**src/rtl/column_pkg.sv**
```systemverilog
// column_pkg: shared constants and helpers for the column gatherer.
//   NUM_COLS       - column words per assembled row
//   COL_W          - width of the column index
//   ROW_FIFO_DEPTH - assembled rows buffered ahead of the consumer
//   row_w()        - width of one assembled row for a given column width
package column_pkg;

    localparam int unsigned NUM_COLS       = 4;
    localparam int unsigned COL_W          = 2;
    localparam int unsigned ROW_FIFO_DEPTH = 2;

    // Row word is NUM_COLS column words side by side, column 0 in the low lane.
    function automatic int unsigned row_w(input int unsigned data_w);
        return NUM_COLS * data_w;
    endfunction

endpackage

```
**src/rtl/column_gather_if.sv**
```systemverilog
// column_gather_if: column input handshake plus assembled-row output handshake.
//   col_idx/col_data/col_valid/col_ready - column word stream into the gatherer
//   row_data/row_valid/row_ready         - assembled row stream out of the gatherer
//   master: producer/consumer side (testbench); slave: the gatherer.
interface column_gather_if #(
    parameter int unsigned DATA_W = 8
);
    import column_pkg::*;

    localparam int unsigned ROW_W = row_w(DATA_W);

    logic [COL_W-1:0]  col_idx;
    logic [DATA_W-1:0] col_data;
    logic              col_valid;
    logic              col_ready;
    logic [ROW_W-1:0]  row_data;
    logic              row_valid;
    logic              row_ready;

    modport master (
        output col_idx, col_data, col_valid, row_ready,
        input  col_ready, row_data, row_valid
    );

    modport slave (
        input  col_idx, col_data, col_valid, row_ready,
        output col_ready, row_data, row_valid
    );

endinterface

```
**src/rtl/row_fifo.sv**
```systemverilog
// row_fifo: two-entry row buffer, entry 0 is always the head.
//   clk, reset    - clock, synchronous active-high reset
//   push/push_data- write a row (ignored when full)
//   pop           - drop the head row (ignored when empty)
//   head_data     - current head row (registered)
//   full, empty   - occupancy flags (registered)
module row_fifo #(
    parameter int unsigned WIDTH = 32,
    parameter int unsigned DEPTH = 2
) (
    input  logic             clk,
    input  logic             reset,
    input  logic             push,
    input  logic [WIDTH-1:0] push_data,
    input  logic             pop,
    output logic [WIDTH-1:0] head_data,
    output logic             full,
    output logic             empty
);

    localparam int unsigned CNT_W = $clog2(DEPTH + 1);

    logic [WIDTH-1:0] e0_q, e0_d;
    logic [WIDTH-1:0] e1_q, e1_d;
    logic [CNT_W-1:0] count_q, count_d;
    logic             full_q, full_d;
    logic             empty_q, empty_d;
    logic             push_ok;
    logic             pop_ok;

    // Next-state: shift on pop, fill first free slot on push.
    always_comb begin
        e0_d    = e0_q;
        e1_d    = e1_q;
        count_d = count_q;
        push_ok = push && !full_q;
        pop_ok  = pop && !empty_q;

        unique case ({push_ok, pop_ok})
            2'b10: begin
                if (empty_q) begin
                    e0_d = push_data;
                end else begin
                    e1_d = push_data;
                end
                count_d = count_q + CNT_W'(1);
            end
            2'b01: begin
                e0_d    = e1_q;
                count_d = count_q - CNT_W'(1);
            end
            // Push is blocked when full, so a simultaneous push/pop always
            // finds exactly one stored row: the new row becomes the head.
            2'b11: begin
                e0_d = push_data;
            end
            default: ;
        endcase

        full_d  = (count_d == CNT_W'(DEPTH));
        empty_d = (count_d == '0);
    end

    // State register.
    always_ff @(posedge clk) begin
        if (reset) begin
            e0_q    <= '0;
            e1_q    <= '0;
            count_q <= '0;
            full_q  <= 1'b0;
            empty_q <= 1'b1;
        end else begin
            e0_q    <= e0_d;
            e1_q    <= e1_d;
            count_q <= count_d;
            full_q  <= full_d;
            empty_q <= empty_d;
        end
    end

    assign head_data = e0_q;
    assign full      = full_q;
    assign empty     = empty_q;

endmodule

```
**src/rtl/column_gather.sv**
```systemverilog
// column_gather: assembles four in-order column words into one row word and
// buffers completed rows for a downstream consumer.
//   clk, reset - clock, synchronous active-high reset
//   bus        - column input / row output handshakes (column_gather_if.slave)
//   row_count  - rows consumed downstream, modulo 256
//   seq_err    - sticky out-of-order column index flag
module column_gather
    import column_pkg::*;
#(
    parameter int unsigned DATA_W     = 8,
    parameter int unsigned FIFO_DEPTH = ROW_FIFO_DEPTH
) (
    input  logic                  clk,
    input  logic                  reset,
    column_gather_if.slave        bus,
    output logic [7:0]            row_count,
    output logic                  seq_err
);

    localparam int unsigned ROW_W = row_w(DATA_W);

    logic [COL_W-1:0]  exp_col_q, exp_col_d;
    logic [DATA_W-1:0] lane_q [3];
    logic [DATA_W-1:0] lane_d [3];
    logic [7:0]        row_count_q, row_count_d;
    logic              seq_err_q, seq_err_d;

    logic              col_xfer;
    logic              row_xfer;
    logic              push_row;
    logic [ROW_W-1:0]  push_data;
    logic              fifo_full;
    logic              fifo_empty;

    // col_ready comes straight from the FIFO's registered full flag.
    assign bus.col_ready = !fifo_full;
    assign bus.row_valid = !fifo_empty;
    assign col_xfer      = bus.col_valid && !fifo_full;
    assign row_xfer      = !fifo_empty && bus.row_ready;

    // Column 3 completes the row directly from the incoming word.
    assign push_data = {bus.col_data, lane_q[2], lane_q[1], lane_q[0]};

    // Assembly, sequence check and row counter.
    always_comb begin
        exp_col_d   = exp_col_q;
        lane_d      = lane_q;
        seq_err_d   = seq_err_q;
        row_count_d = row_count_q;
        push_row    = 1'b0;

        if (col_xfer) begin
            if (bus.col_idx == exp_col_q) begin
                unique case (bus.col_idx)
                    2'd0:    lane_d[0] = bus.col_data;
                    2'd1:    lane_d[1] = bus.col_data;
                    2'd2:    lane_d[2] = bus.col_data;
                    default: push_row  = 1'b1;
                endcase
                exp_col_d = exp_col_q + COL_W'(1);
            end else begin
                // Out of order: abandon the partial row; an idx-0 word restarts it.
                seq_err_d = 1'b1;
                if (bus.col_idx == '0) begin
                    lane_d[0] = bus.col_data;
                    exp_col_d = COL_W'(1);
                end else begin
                    exp_col_d = '0;
                end
            end
        end

        if (row_xfer) begin
            row_count_d = row_count_q + 8'(1);
        end
    end

    // State register.
    always_ff @(posedge clk) begin
        if (reset) begin
            exp_col_q   <= '0;
            lane_q[0]   <= '0;
            lane_q[1]   <= '0;
            lane_q[2]   <= '0;
            row_count_q <= '0;
            seq_err_q   <= 1'b0;
        end else begin
            exp_col_q   <= exp_col_d;
            lane_q      <= lane_d;
            row_count_q <= row_count_d;
            seq_err_q   <= seq_err_d;
        end
    end

    assign row_count = row_count_q;
    assign seq_err   = seq_err_q;

    row_fifo #(
        .WIDTH (ROW_W),
        .DEPTH (FIFO_DEPTH)
    ) u_row_fifo (
        .clk       (clk),
        .reset     (reset),
        .push      (push_row),
        .push_data (push_data),
        .pop       (row_xfer),
        .head_data (bus.row_data),
        .full      (fifo_full),
        .empty     (fifo_empty)
    );

endmodule

```
**src/flat_wrapper.sv**
```systemverilog
// flat-port wrapper written by rule: the top's interface ports become plain ports
module column_gather_flat import column_pkg::*;
#(
    parameter int unsigned DATA_W     = 8,
    parameter int unsigned FIFO_DEPTH = ROW_FIFO_DEPTH
)
  (clk, reset, row_count, seq_err, bus_col_idx, bus_col_data, bus_col_valid, bus_row_ready, bus_col_ready, bus_row_data, bus_row_valid);
  column_gather_if #(.DATA_W(DATA_W)) bus_i ();
  input  logic clk;
  input  logic reset;
  output logic [7:0] row_count;
  output logic seq_err;
  input wire logic [$bits(bus_i.col_idx)-1:0] bus_col_idx;
  input wire logic [$bits(bus_i.col_data)-1:0] bus_col_data;
  input wire logic [$bits(bus_i.col_valid)-1:0] bus_col_valid;
  input wire logic [$bits(bus_i.row_ready)-1:0] bus_row_ready;
  output wire logic [$bits(bus_i.col_ready)-1:0] bus_col_ready;
  output wire logic [$bits(bus_i.row_data)-1:0] bus_row_data;
  output wire logic [$bits(bus_i.row_valid)-1:0] bus_row_valid;
  assign bus_i.col_idx = bus_col_idx;
  assign bus_i.col_data = bus_col_data;
  assign bus_i.col_valid = bus_col_valid;
  assign bus_i.row_ready = bus_row_ready;
  assign bus_col_ready = bus_i.col_ready;
  assign bus_row_data = bus_i.row_data;
  assign bus_row_valid = bus_i.row_valid;
  column_gather #(.DATA_W(DATA_W), .FIFO_DEPTH(FIFO_DEPTH)) u_core (.clk(clk), .reset(reset), .bus(bus_i), .row_count(row_count), .seq_err(seq_err));
endmodule
```
**config.mk**
```make
export PLATFORM = sky130hd
export DESIGN_NAME = column_gather_flat
export DESIGN_NICKNAME = d
export VERILOG_FILES = /design/src/rtl/column_pkg.sv /design/src/rtl/column_gather_if.sv /design/src/rtl/row_fifo.sv /design/src/rtl/column_gather.sv /design/src/flat_wrapper.sv
export SDC_FILE = /design/constraint.sdc
export NUM_CORES = 1
export LEC_CHECK = 0
export ABC_CLOCK_PERIOD_IN_PS = 3850
export CELL_PAD_IN_SITES_DETAIL_PLACEMENT = 0
export CELL_PAD_IN_SITES_GLOBAL_PLACEMENT = 2
export CORE_MARGIN = 5
export CORE_UTILIZATION = 39
export DETAILED_ROUTE_END_ITERATION = 16
export DONT_BUFFER_PORTS = 1
export PLACE_DENSITY_LB_ADDON = 0.1
export SLEW_MARGIN = 20
export SYNTH_ARGS = -nofsm -noshare
export SYNTH_HDL_FRONTEND = slang
export SYNTH_HIERARCHICAL = 1
export SYNTH_SLANG_ARGS = --single-unit
```
**constraint.sdc**
```tcl
create_clock -name clk -period 3.85 [get_ports clk]
set_clock_uncertainty 0.2 [all_clocks]
set_input_delay 1.155 -clock clk [delete_from_list [all_inputs] [get_ports clk]]
set_output_delay 1.155 -clock clk [all_outputs]
set_load 0.03 [all_outputs]
```
# == Word-level counts from Yosys, hierarchy flattened ==
# Cells that the tools add are included.
# totals
out_inout_bits,43
wordCells,49
inputBits,14
reg_bits,103
# op_classes
mux,8
bitwise,2
n_eq_ne,8
add_sub_neg,4
reduce_logical,16
# op_table
op,n
$pmux 32 s3,1
$mux 32,1
$add 8x1->8 const B,1
$eq 2x2->1 const B,4
$reduce_and 2->1,4
$reduce_and 3->1,2
$add 2x1->2 const B,2
$eq 2x1->1 const B,2
$logic_and 1x1->1,4
$logic_not 2->1,2
$mux 1,4
$pmux 2 s2,1
$reduce_bool 3->1,1
$reduce_or 3->1,1
$eq 2x2->1,1
$logic_not 1->1,2
$mux 2,1
$ne 2x2->1 const B,1
$not 1->1,2
$sub 2x1->2 const B,1

# == Depth between registers and ports, before layout ==
# Gate-level depths: netlist of the first run.
# logic_depth
depth_word,9
mapped_depth,12
ltp_nobuf,8

# == By module ==
# Netlist of the first run, hierarchy kept.
# by_module_without_submodules
module,area_per_inst_um2,seq_area_each_um2,cells_each,instances
row_fifo,2939.1,1361.3,314,1
column_gather,1491.4,700.7,175,1

# == Worst setup path after synthesis of the first run ==
# Ideal clock, no wire load.
# synth_path
path_type,input-to-reg
startpoint,input bus_col_idx[1]
endpoint,"register u_core.u_row_fifo.e0_q[10], in the netlist u_core/u_row_fifo/head_data[10]"
path_stages,10
arrival_time_ns,2.809
required_ns,3.504
setup_time_ns,0.146
path_slack_ns,0.695
n_path_buf,4
path_cell_list,buf_4 -> and4b_1 -> buf_2 -> and3_2 -> nand2b_1 -> ha_1 -> buf_2 -> buf_2 -> mux2i_1 -> a211oi_2
# synth_between
elab_chain_cells,9
elab_cells_between_ends,16
cone_classes,eq/ne (7); mux (4); reduce/logical (5)
# synth_lines
element,line_no,source
"start, declared",flat_wrapper.sv:13,input wire logic [$bits(bus_i.col_idx)-1:0] bus_col_idx;
$eq 2x2->1 (tied with other cells),column_gather.sv:54,unique case (bus.col_idx)
$reduce_or 3->1 (no source line),--,
$mux 1,column_gather.sv:54,
$mux 1 (*),column_gather.sv:53,if (bus.col_idx == exp_col_q) begin
$mux 1 (*),column_gather.sv:52,if (col_xfer) begin
via u_core.push_row,column_gather.sv:30,logic push_row;
$logic_and 1x1->1 (*),row_fifo.sv:36,push_ok = push && !full_q;
$eq 2x2->1 / $eq 2x1->1 (equally long branches),row_fifo.sv:39,"unique case ({push_ok, pop_ok})"
$ne 2x2->1 (no source line) / $reduce_bool 3->1 (equally long branches),--,
$reduce_and 2->1 (no source line),--,
"end signal, assigned",row_fifo.sv:67,e0_q <= '0;
"end signal, assigned",row_fifo.sv:73,e0_q <= e0_d;
"end, declared",row_fifo.sv:23,"logic [WIDTH-1:0] e0_q, e0_d;"
# Mark *: on every way through the listed nets, which the timed path passes. The rest lies on a longest branch.
# A chain may end at the register's enable or synchronous reset.

# == Worst setup path in the final report of the first run ==
# layout_path
startpoint,input bus_col_idx[1]
endpoint,"register u_core.u_row_fifo.e0_q[15], in the netlist u_core/u_row_fifo/head_data[15]"
# The elaborated chain is that of the path after synthesis.

==> results of run 1 <==
## through the flow
step / cell area (um2) / instances / power, uW / hold slack, ns / setup WS, ns
detailed placement: 4497 / 601 / 1128 / 0.2408 / 0.7160
global route: 4768 / 617 / 2032 / 0.2653 / 0.9210
global placement: 4497 / 601 / 1128 / 0.2355 / 0.7438
finish: 4768 / 617 / 1955 / 0.2491 / 1.061
CTS: 4768 / 617 / 1989 / 0.2499 / 1.074
floorplan: 4431 / 489 / 1143 / 0.2360 / 0.6946
## cell families (layout without fill, tap and decap cells)
kind of cell	after synthesis	in the layout	synth area share
flops	103	103	0.4654
xor+xnor	6	6	0.01186
simple gates	170	170	0.1892
mux	33	33	0.07456
buf+inv	49	34	0.05394
fa+ha+maj	3	3	0.008473
compound gates	125	125	0.1966
## worst reg2reg max path: stages (launching register included)
cell,delay (ns)
dfxtp_1,0.58
and4b_1,0.36
and3_2,0.27
nand2b_1,0.09
ha_2,0.33
buf_4,0.30
mux2i_1,0.26
a211oi_2,0.09
## cells in the mapped netlist, types with 2 or more instances
cell type  number
a211oi_1        2
a211oi_2       30
a21oi_1        66
buf_2          11
buf_6           5
clkbuf_1       25
dfxtp_1       103
ha_1            3
inv_1           6
mux2i_1        33
nand2_1        83
nand2b_1        6
nand3_1        17
nand4b_1        2
nor2_1          6
nor2b_1         4
nor3_1         33
o21ai_0        23
or2_2           2
or3_1           5
xnor2_1         6
## worst paths after layout
kind / end / cells after the start
worst max-delay path: u_core/u_row_fifo/head_data[15] / 7
worst min-delay path: u_core/u_row_fifo/e1_q[14] / 2
worst max register to register: u_core/u_row_fifo/head_data[15] / 7
worst min register to register: u_core/u_row_fifo/e1_q[14] / 2
## power by group through the flow
stage | Clock (uW) | Sequential [uW] | Combinational (uW)
2_1_floorplan | 0 | 1100 | 45.1
4_1_cts | 886 | 1080 | 27.8
5_1_grt | 925 | 1080 | 30.6
6_report | 851 | 1080 | 27.5
3_5_place_dp | 0 | 1100 | 27.5
3_3_place_gp | 0 | 1100 | 27.3
## layer usage
metal / GRT usage / share of wire / vias to the layer above
li1: - / - / 1674
met4: 0.05734 / 0.014 / 0
met5: 0 / 0 / -
met2: 0.2506 / 0.44 / 64
met1: 0.2392 / 0.48 / 1584
met3: 0.05181 / 0.065 / 11
## layout make-up
type,count,area (um2),area share
multi-input combinational,337,2135,0.4477
inverter,7,26.28,0.005510
sequential,103,2062,0.4324
clock buffer,16,271.5,0.05694
tap,143,178.9,0.03752
timing repair buffer,11,95.09,0.01994
## flip-flops by register name, summed over array words and instances (netlist names)
name and cells:
u_core/u_row_fifo/full 1, u_core/u_row_fifo/e1_q 32, u_core/lane_q 24, u_core/exp_col_q 2, u_core/u_row_fifo/count_q 2, u_core/u_row_fifo/head_data 32
u_core/u_row_fifo/empty 1, u_core/row_count 8, u_core/seq_err 1
==> qor.yml, run 1 <==
drt:
  num_vias: 3333
  antenna_left: 0
  drtIter0Drc: 192
  post_drt_wl_per_cell_um: 17.92
  drc_errors: 0
  drtPass1Iterations: 4
  viasPerCell: 5.402
  wl_um: 11060
floorplanning:
  die_y_um: 116.6
  pin_count: 57
  rows: 39
  initial_core_util: 0.3931
  core_um2: 11270
  die_area_um2: 13590
  die_w_um: 116.6
setup_path:
  critPathBufInv: 1
  cp_max_fo: 12
  r2r_start: "u_core/u_row_fifo/full"
  startpoint: "bus_col_idx[1]"
  path_delay_family: "simple AND/OR/NAND/NOR gates"
  r2r_slack_ns: 1.23
  slowest_delay_ns: 0.33
  required_ns: 3.86
  worstPathCellList: "and4b_1 -> and3_2 -> nand2b_1 -> ha_2 -> buf_4 -> mux2i_1 -> a211oi_2"
  worst_path_max_delay_cell: "ha_2"
  end_kind: "flip-flop"
  crit_arrival_ns: 2.80
  critPathKind: "input port to flip-flop"
  worst_setup_path_start_kind: "input port"
logic_synthesis:
  synth_top_flop_cell: "dfxtp_1"
  netlist_area_um2: 4430
  synth.area.top_cells: "dfxtp_1 (47%), a211oi_2 (8.5%), a21oi_1 (7.5%), mux2i_1 (7.5%), nand2_1 (7.0%)"
  yosys_warnings: 6
  yosys.area.top_type: "dfxtp_1"
  synthArstFlopShare: 0
  syn_inst: 489
  synth_edf_count: 0
  ys_seq_area_frac: 0.4654
  avgSynthCellArea_um2: 9.060
  synthDistinctLibCells: 39
  synth_fp_nets: 506
  yosys.area.top_type_share: 0.4654
  synth-seq-cells: 103
power:
  peakVddDrop_mv: 0.1589
  pwr-share-seq: 0.550
  clockPowerShare: 0.436
  powerDensity_nw_per_um2: 410.0
  switchingPower_uw: 397.5
  p_sw_frac: 0.2033
  cellLeakagePower_uw: 0.001434
  intPower_uw: 1557
  power_frac_comb: 0.014
final_layout:
  nets: 486
  drive_above_1_share: 0.1350
  final_cell_mix: "dfxtp_1 (103), nand2_1 (83), a21oi_1 (66)"
  post-route-util: 0.4230
  antenna_cells: 0
  syn2layout_area_growth_pct: 7.625
  final_common_cell: "dfxtp_1"
  fillers: 1132
sta:
  tightest_slew_ns: 0.5312
  slew-limit-headroom: 0.6445
  min_period_over_period: 0.7244
  max_freq_mhz: 358.5
  fin_crit_ns: 2.789
  setup_viol: 0
  rsz0062_at_grt: "no"
  finalSetupTns_ns: 0
  hold_violations: 0
  maxSlewViolCount: 0
global_routing:
  grt_pass1_vias: 3163
  grt_pass1_wl_um: 17840
  antenna_found_initial: 0
  track_usage: 0.1708
  grt_max_degree: 104
  grt-ovfl-total: 0
cts:
  cts_buffers: 9
  cts_resized: 0
  cts_tree: "built"
  cts.clk_slew.worst_paths_ns: 0.06
  post-cts-setup-buffer-count: 0
  clockBufferDepth: 2
  clkLatencyLatePin_ns: 0.34
  ctsHoldBuffers: 0
  cts_max_level: 3
  root_buffer: "clkbuf_16"
  cts_sinks: 103
placed_design:
  hpwl_um: 7084
  place_congestion: 0.7331
  port_buffers: 0
worst_hold_path:
  min-delay-start: "u_core/u_row_fifo/e1_q[14]"
  hp-class: "flip-flop to flip-flop"
status:
  outcome: "complete, no violations"
run:
  drv_cap: 0
Note: power is estimated with default switching activity, not from simulation.
==> inputs of run 2 (changes only) <==
- ABC_CLOCK_PERIOD_IN_PS: 3850 -> 2300
- CORE_UTILIZATION: 39 -> 35
- clock period: 3.85 -> 2.3 ns (I/O delays scaled with it)
==> qor.yml, run 2 (synthesis results as in run 1) <==
sta:
  min_period_over_period: 0.8441
  tightest_slew_ns: 0.5418
  setup_viol: 0
  hold_violations: 0
  maxSlewViolCount: 0
  rsz0062_at_grt: "no"
  slew-limit-headroom: 0.6374
  max_freq_mhz: 515.1
  fin_crit_ns: 1.941
drt:
  wl_um: 11090
  drc_errors: 0
  drtPass1Iterations: 4
  viasPerCell: 5.104
  antenna_left: 0
  num_vias: 3323
  post_drt_wl_per_cell_um: 17.03
  drtIter0Drc: 129
cts:
  cts_resized: 0
  post-cts-setup-buffer-count: 0
  cts.clk_slew.worst_paths_ns: 0.07
  cts_max_level: 3
  cts_sinks: 103
  cts_buffers: 9
  clockBufferDepth: 2
  ctsHoldBuffers: 0
  clkLatencyLatePin_ns: 0.35
  cts_tree: "built"
  root_buffer: "clkbuf_16"
global_routing:
  grt_max_degree: 104
  grt-ovfl-total: 0
  track_usage: 0.1594
  antenna_found_initial: 0
  grt_pass1_vias: 3369
  grt_pass1_wl_um: 18330
final_layout:
  fillers: 1303
  syn2layout_area_growth_pct: 12.20
  final_common_cell: "dfxtp_1"
  nets: 491
  antenna_cells: 0
  final_cell_mix: "dfxtp_1 (103), nand2_1 (83), a21oi_1 (66)"
  post-route-util: 0.3971
  drive_above_1_share: 0.1545
setup_path:
  crit_arrival_ns: 1.98
  worst_setup_path_start_kind: "flip-flop"
  critPathKind: "flip-flop to flip-flop"
  cp_max_fo: 18
  end_kind: "flip-flop"
  worstPathCellList: "nor2b_1 -> nand2b_1 -> inv_2 -> ha_2 -> buf_12 -> mux2i_1 -> a211oi_2"
  slowest_delay_ns: 0.38
  required_ns: 2.34
  worst_path_max_delay_cell: "dfxtp_1"
run:
  drv_cap: 0
floorplanning:
  die_area_um2: 15010
  die_w_um: 122.5
  die_y_um: 122.5
  rows: 41
  initial_core_util: 0.3540
  core_um2: 12520
  pin_count: 57
power:
  power.total_uw: 3399
  powerDensity_nw_per_um2: 683.7
  peakVddDrop_mv: 0.3637
  cellLeakagePower_uw: 0.001502
worst_hold_path:
  hp-class: "input port to flip-flop"
placed_design:
  port_buffers: 0
  hpwl_um: 7154
  place_congestion: 0.7147
status:
  outcome: "complete, no violations"
[run 2: layer usage]
layer  up-vias  GRT usage  share of wire
met5         -          0              0
met4         0    0.06298          0.018
met3        13    0.04608          0.064
met2        61     0.2477           0.46
met1      1565     0.2088           0.46
li1       1684          -              -
[run 2: final timing paths]
path,cells after the start,to,slack [ns],start
min,1,u_core/u_row_fifo/head_data[2],0.21,reset
max reg2reg,7,u_core/u_row_fifo/head_data[30],0.36,u_core/u_row_fifo/empty
min reg2reg,2,u_core/u_row_fifo/e1_q[7],0.25,u_core/u_row_fifo/e1_q[7]
max,7,u_core/u_row_fifo/head_data[30],0.36,u_core/u_row_fifo/empty
[run 2: report_power, final]
part	switching, uW	leakage [uW]	total (uW)	internal (uW)
combinational	25.9	0.000529	45.4	19.5
sequential	10.2	0.000830	1800	1790
clock	674	0.000143	1550	879
[run 2: critical path: cells and delay by family, from the launching register on]
| family | cells | cell delay [ns] |
|---|---|---|
| buf+inv | 2 | 0.32 |
| flops | 1 | 0.38 |
| fa+ha+maj | 1 | 0.26 |
| mux | 1 | 0.26 |
| simple gates | 2 | 0.31 |
| compound gates | 1 | 0.10 |
[run 2: final cells by class]
class                           count  area, um2  area share
Multi-Input combinational cell    337       2158      0.4342
Timing Repair Buffer               16      207.7     0.04178
Clock inverter                      4      55.05     0.01107
Inverter                            7      26.28    0.005286
Tap cell                          172      215.2     0.04329
Sequential cell                   103       2062      0.4148
Clock buffer                       12      246.5     0.04958
[run 2: per-stage QoR]
step / area (um2) / setup TNS [ns] / hold slack [ns] / setup WS, ns / std cells
after floorplan: 4542 / -8.787 / 0.2360 / -0.2111 / 489
after detailed placement: 4669 / -0.08323 / 0.2400 / -0.03016 / 635
after global routing: 4971 / 0 / 0.1870 / 0.1904 / 651
after global placement: 4669 / -0.01460 / 0.2349 / -0.01460 / 635
final: 4971 / 0 / 0.2094 / 0.3587 / 651
after CTS: 4971 / 0 / 0.1867 / 0.3033 / 651
==> inputs of run 3 (changes only) <==
- ABC_CLOCK_PERIOD_IN_PS: 2300 -> 1730
- clock period: 2.3 -> 1.73 ns (I/O delays scaled with it)
==> qor.yml, run 3 (synthesis results as in run 1) <==
floorplanning:
  core_um2: 12520
  rows: 41
  pin_count: 57
  initial_core_util: 0.3540
  die_area_um2: 15010
  die_y_um: 122.5
  die_w_um: 122.5
sta:
  finalSetupTns_ns: -10.05
  fin_crit_ns: 1.953
  slew-limit-headroom: 0.6697
  max_freq_mhz: 512.1
  min_period_over_period: 1.129
  maxSlewViolCount: 0
  setup_viol: 68
  setup_ws_ns: -0.2228
  hold_violations: 0
  tightest_slew_ns: 0.4936
  rsz0062_at_grt: "yes"
setup_path:
  worst_path_max_delay_cell: "dfxtp_2"
  slowest_delay_ns: 0.32
  cp_max_fo: 6
  worstPathCellList: "and4b_1 -> and3_4 -> nand2b_4 -> ha_4 -> xnor2_2 -> or3_1 -> a21oi_2"
  worst_setup_path_start_kind: "flip-flop"
  crit_arrival_ns: 2.04
  required_ns: 1.82
  critPathKind: "flip-flop to flip-flop"
  end_kind: "flip-flop"
global_routing:
  grt_pass1_vias: 3318
  grt_pass1_wl_um: 18490
  grt-ovfl-total: 0
  antenna_found_initial: 0
  track_usage: 0.1625
  grt_max_degree: 104
final_layout:
  syn2layout_area_growth_pct: 20.87
  seqCellArea_um2: 2068
  final_common_cell: "dfxtp_1"
  drive_above_1_share: 0.2655
  fillers: 1286
  final_cell_mix: "dfxtp_1 (100), nand2_1 (83), a21oi_1 (55)"
  nets: 513
  stdcell_area_um2: 5355
  multi_input_area_um2: 2332
  antenna_cells: 0
drt:
  wl_um: 12200
  post_drt_wl_per_cell_um: 18.13
  drtIter0Drc: 190
  viasPerCell: 5.159
  antenna_left: 0
  drc_errors: 0
  drtPass1Iterations: 4
  num_vias: 3472
status:
  violations: "setup timing"
  outcome: "finished, violations left"
placed_design:
  port_buffers: 0
  place_congestion: 0.7145
  hpwl_um: 7743
  dpl_cell_area_um2: 4755
  dpl_worst_slack_ns: -0.4522
cts:
  cts_buffers: 9
  ctsHoldBuffers: 0
  clkLatencyLatePin_ns: 0.35
  root_buffer: "clkbuf_16"
  cts_sinks: 103
  cts.clk_slew.worst_paths_ns: 0.07
  cts_tree: "built"
  clockBufferDepth: 2
  cts_max_level: 3
power:
  cellLeakagePower_uw: 0.001634
  powerDensity_nw_per_um2: 817.5
  peakVddDrop_mv: 0.3923
  power.total_uw: 4378
  clockPowerShare: 0.436
  switchingPower_uw: 903.4
  power_frac_comb: 0.017
  pwr-share-seq: 0.547
  intPower_uw: 3474
  p_sw_frac: 0.2064
worst_hold_path:
  hp-class: "input port to flip-flop"
run:
  drv_cap: 0
==> run 3: layer usage <==
layer	vias up	wire, um	track usage
li1	1724	-	-
met1	1676	5689	0.2137
met2	61	5683	0.2504
met3	11	694	0.05806
met4	0	136	0.04969
met5	-	0	0
==> run 3: per-stage QoR <==
| stage | std cells | hold WS, ns | utilization |
|---|---|---|---|
| floorplan | 489 | 0.2360 | - |
| global placement | 653 | 0.2348 | 0.3798 |
| detailed placement | 653 | 0.2401 | 0.3798 |
| CTS | 672 | 0.02202 | 0.4133 |
| global route | 673 | 0.01929 | 0.4278 |
| finish | 673 | 0.03694 | 0.4278 |
==> run 3: repair_timing <==
item	4_1_cts	5_1_grt
setup buffers	2	0
pin swaps	1	10
resized for setup	25	39
gates cloned	1	2
setup endpoints to repair	70	70
==> run 3: worst paths after layout <==
path	endpoint	from	depth (start not counted)	slack, ns
min	u_core/u_row_fifo/head_data[3]	reset	1	0.04
max	u_core/u_row_fifo/count_q[1]	u_core/u_row_fifo/full	7	-0.22
max reg2reg	u_core/u_row_fifo/count_q[1]	u_core/u_row_fifo/full	7	-0.22
min reg2reg	u_core/u_row_fifo/e1_q[10]	u_core/u_row_fifo/e1_q[10]	2	0.25
==> run 3: layout make-up <==
class                   instances  share of cell area
clock buffers                  16             0.05070
inverters                       7            0.006776
multi-input cells             337              0.4355
flip-flops and latches        103              0.3862
well taps                     172             0.04019
repair buffers                 38             0.08061
==> run 3: worst max-delay path, delay by kind of cell (launching register included) <==
family,cells,cell delay [ns]
xor gates and xnor gates,1,0.16
DFF,1,0.32
and+or+nand+nor,4,0.86
AOI/OAI and AO/OA,1,0.12
adders and majority gates,1,0.23
==> run 3: power groups by stage <==
stage / registers (uW) / logic [uW] / clock network [uW]
3_5_place_dp: 2450 / 70.3 / 0
3_3_place_gp: 2450 / 70.1 / 0
2_1_floorplan: 2440 / 104 / 0
6_report: 2390 / 74.7 / 1910
5_1_grt: 2390 / 82.3 / 2070
4_1_cts: 2390 / 70.7 / 1970
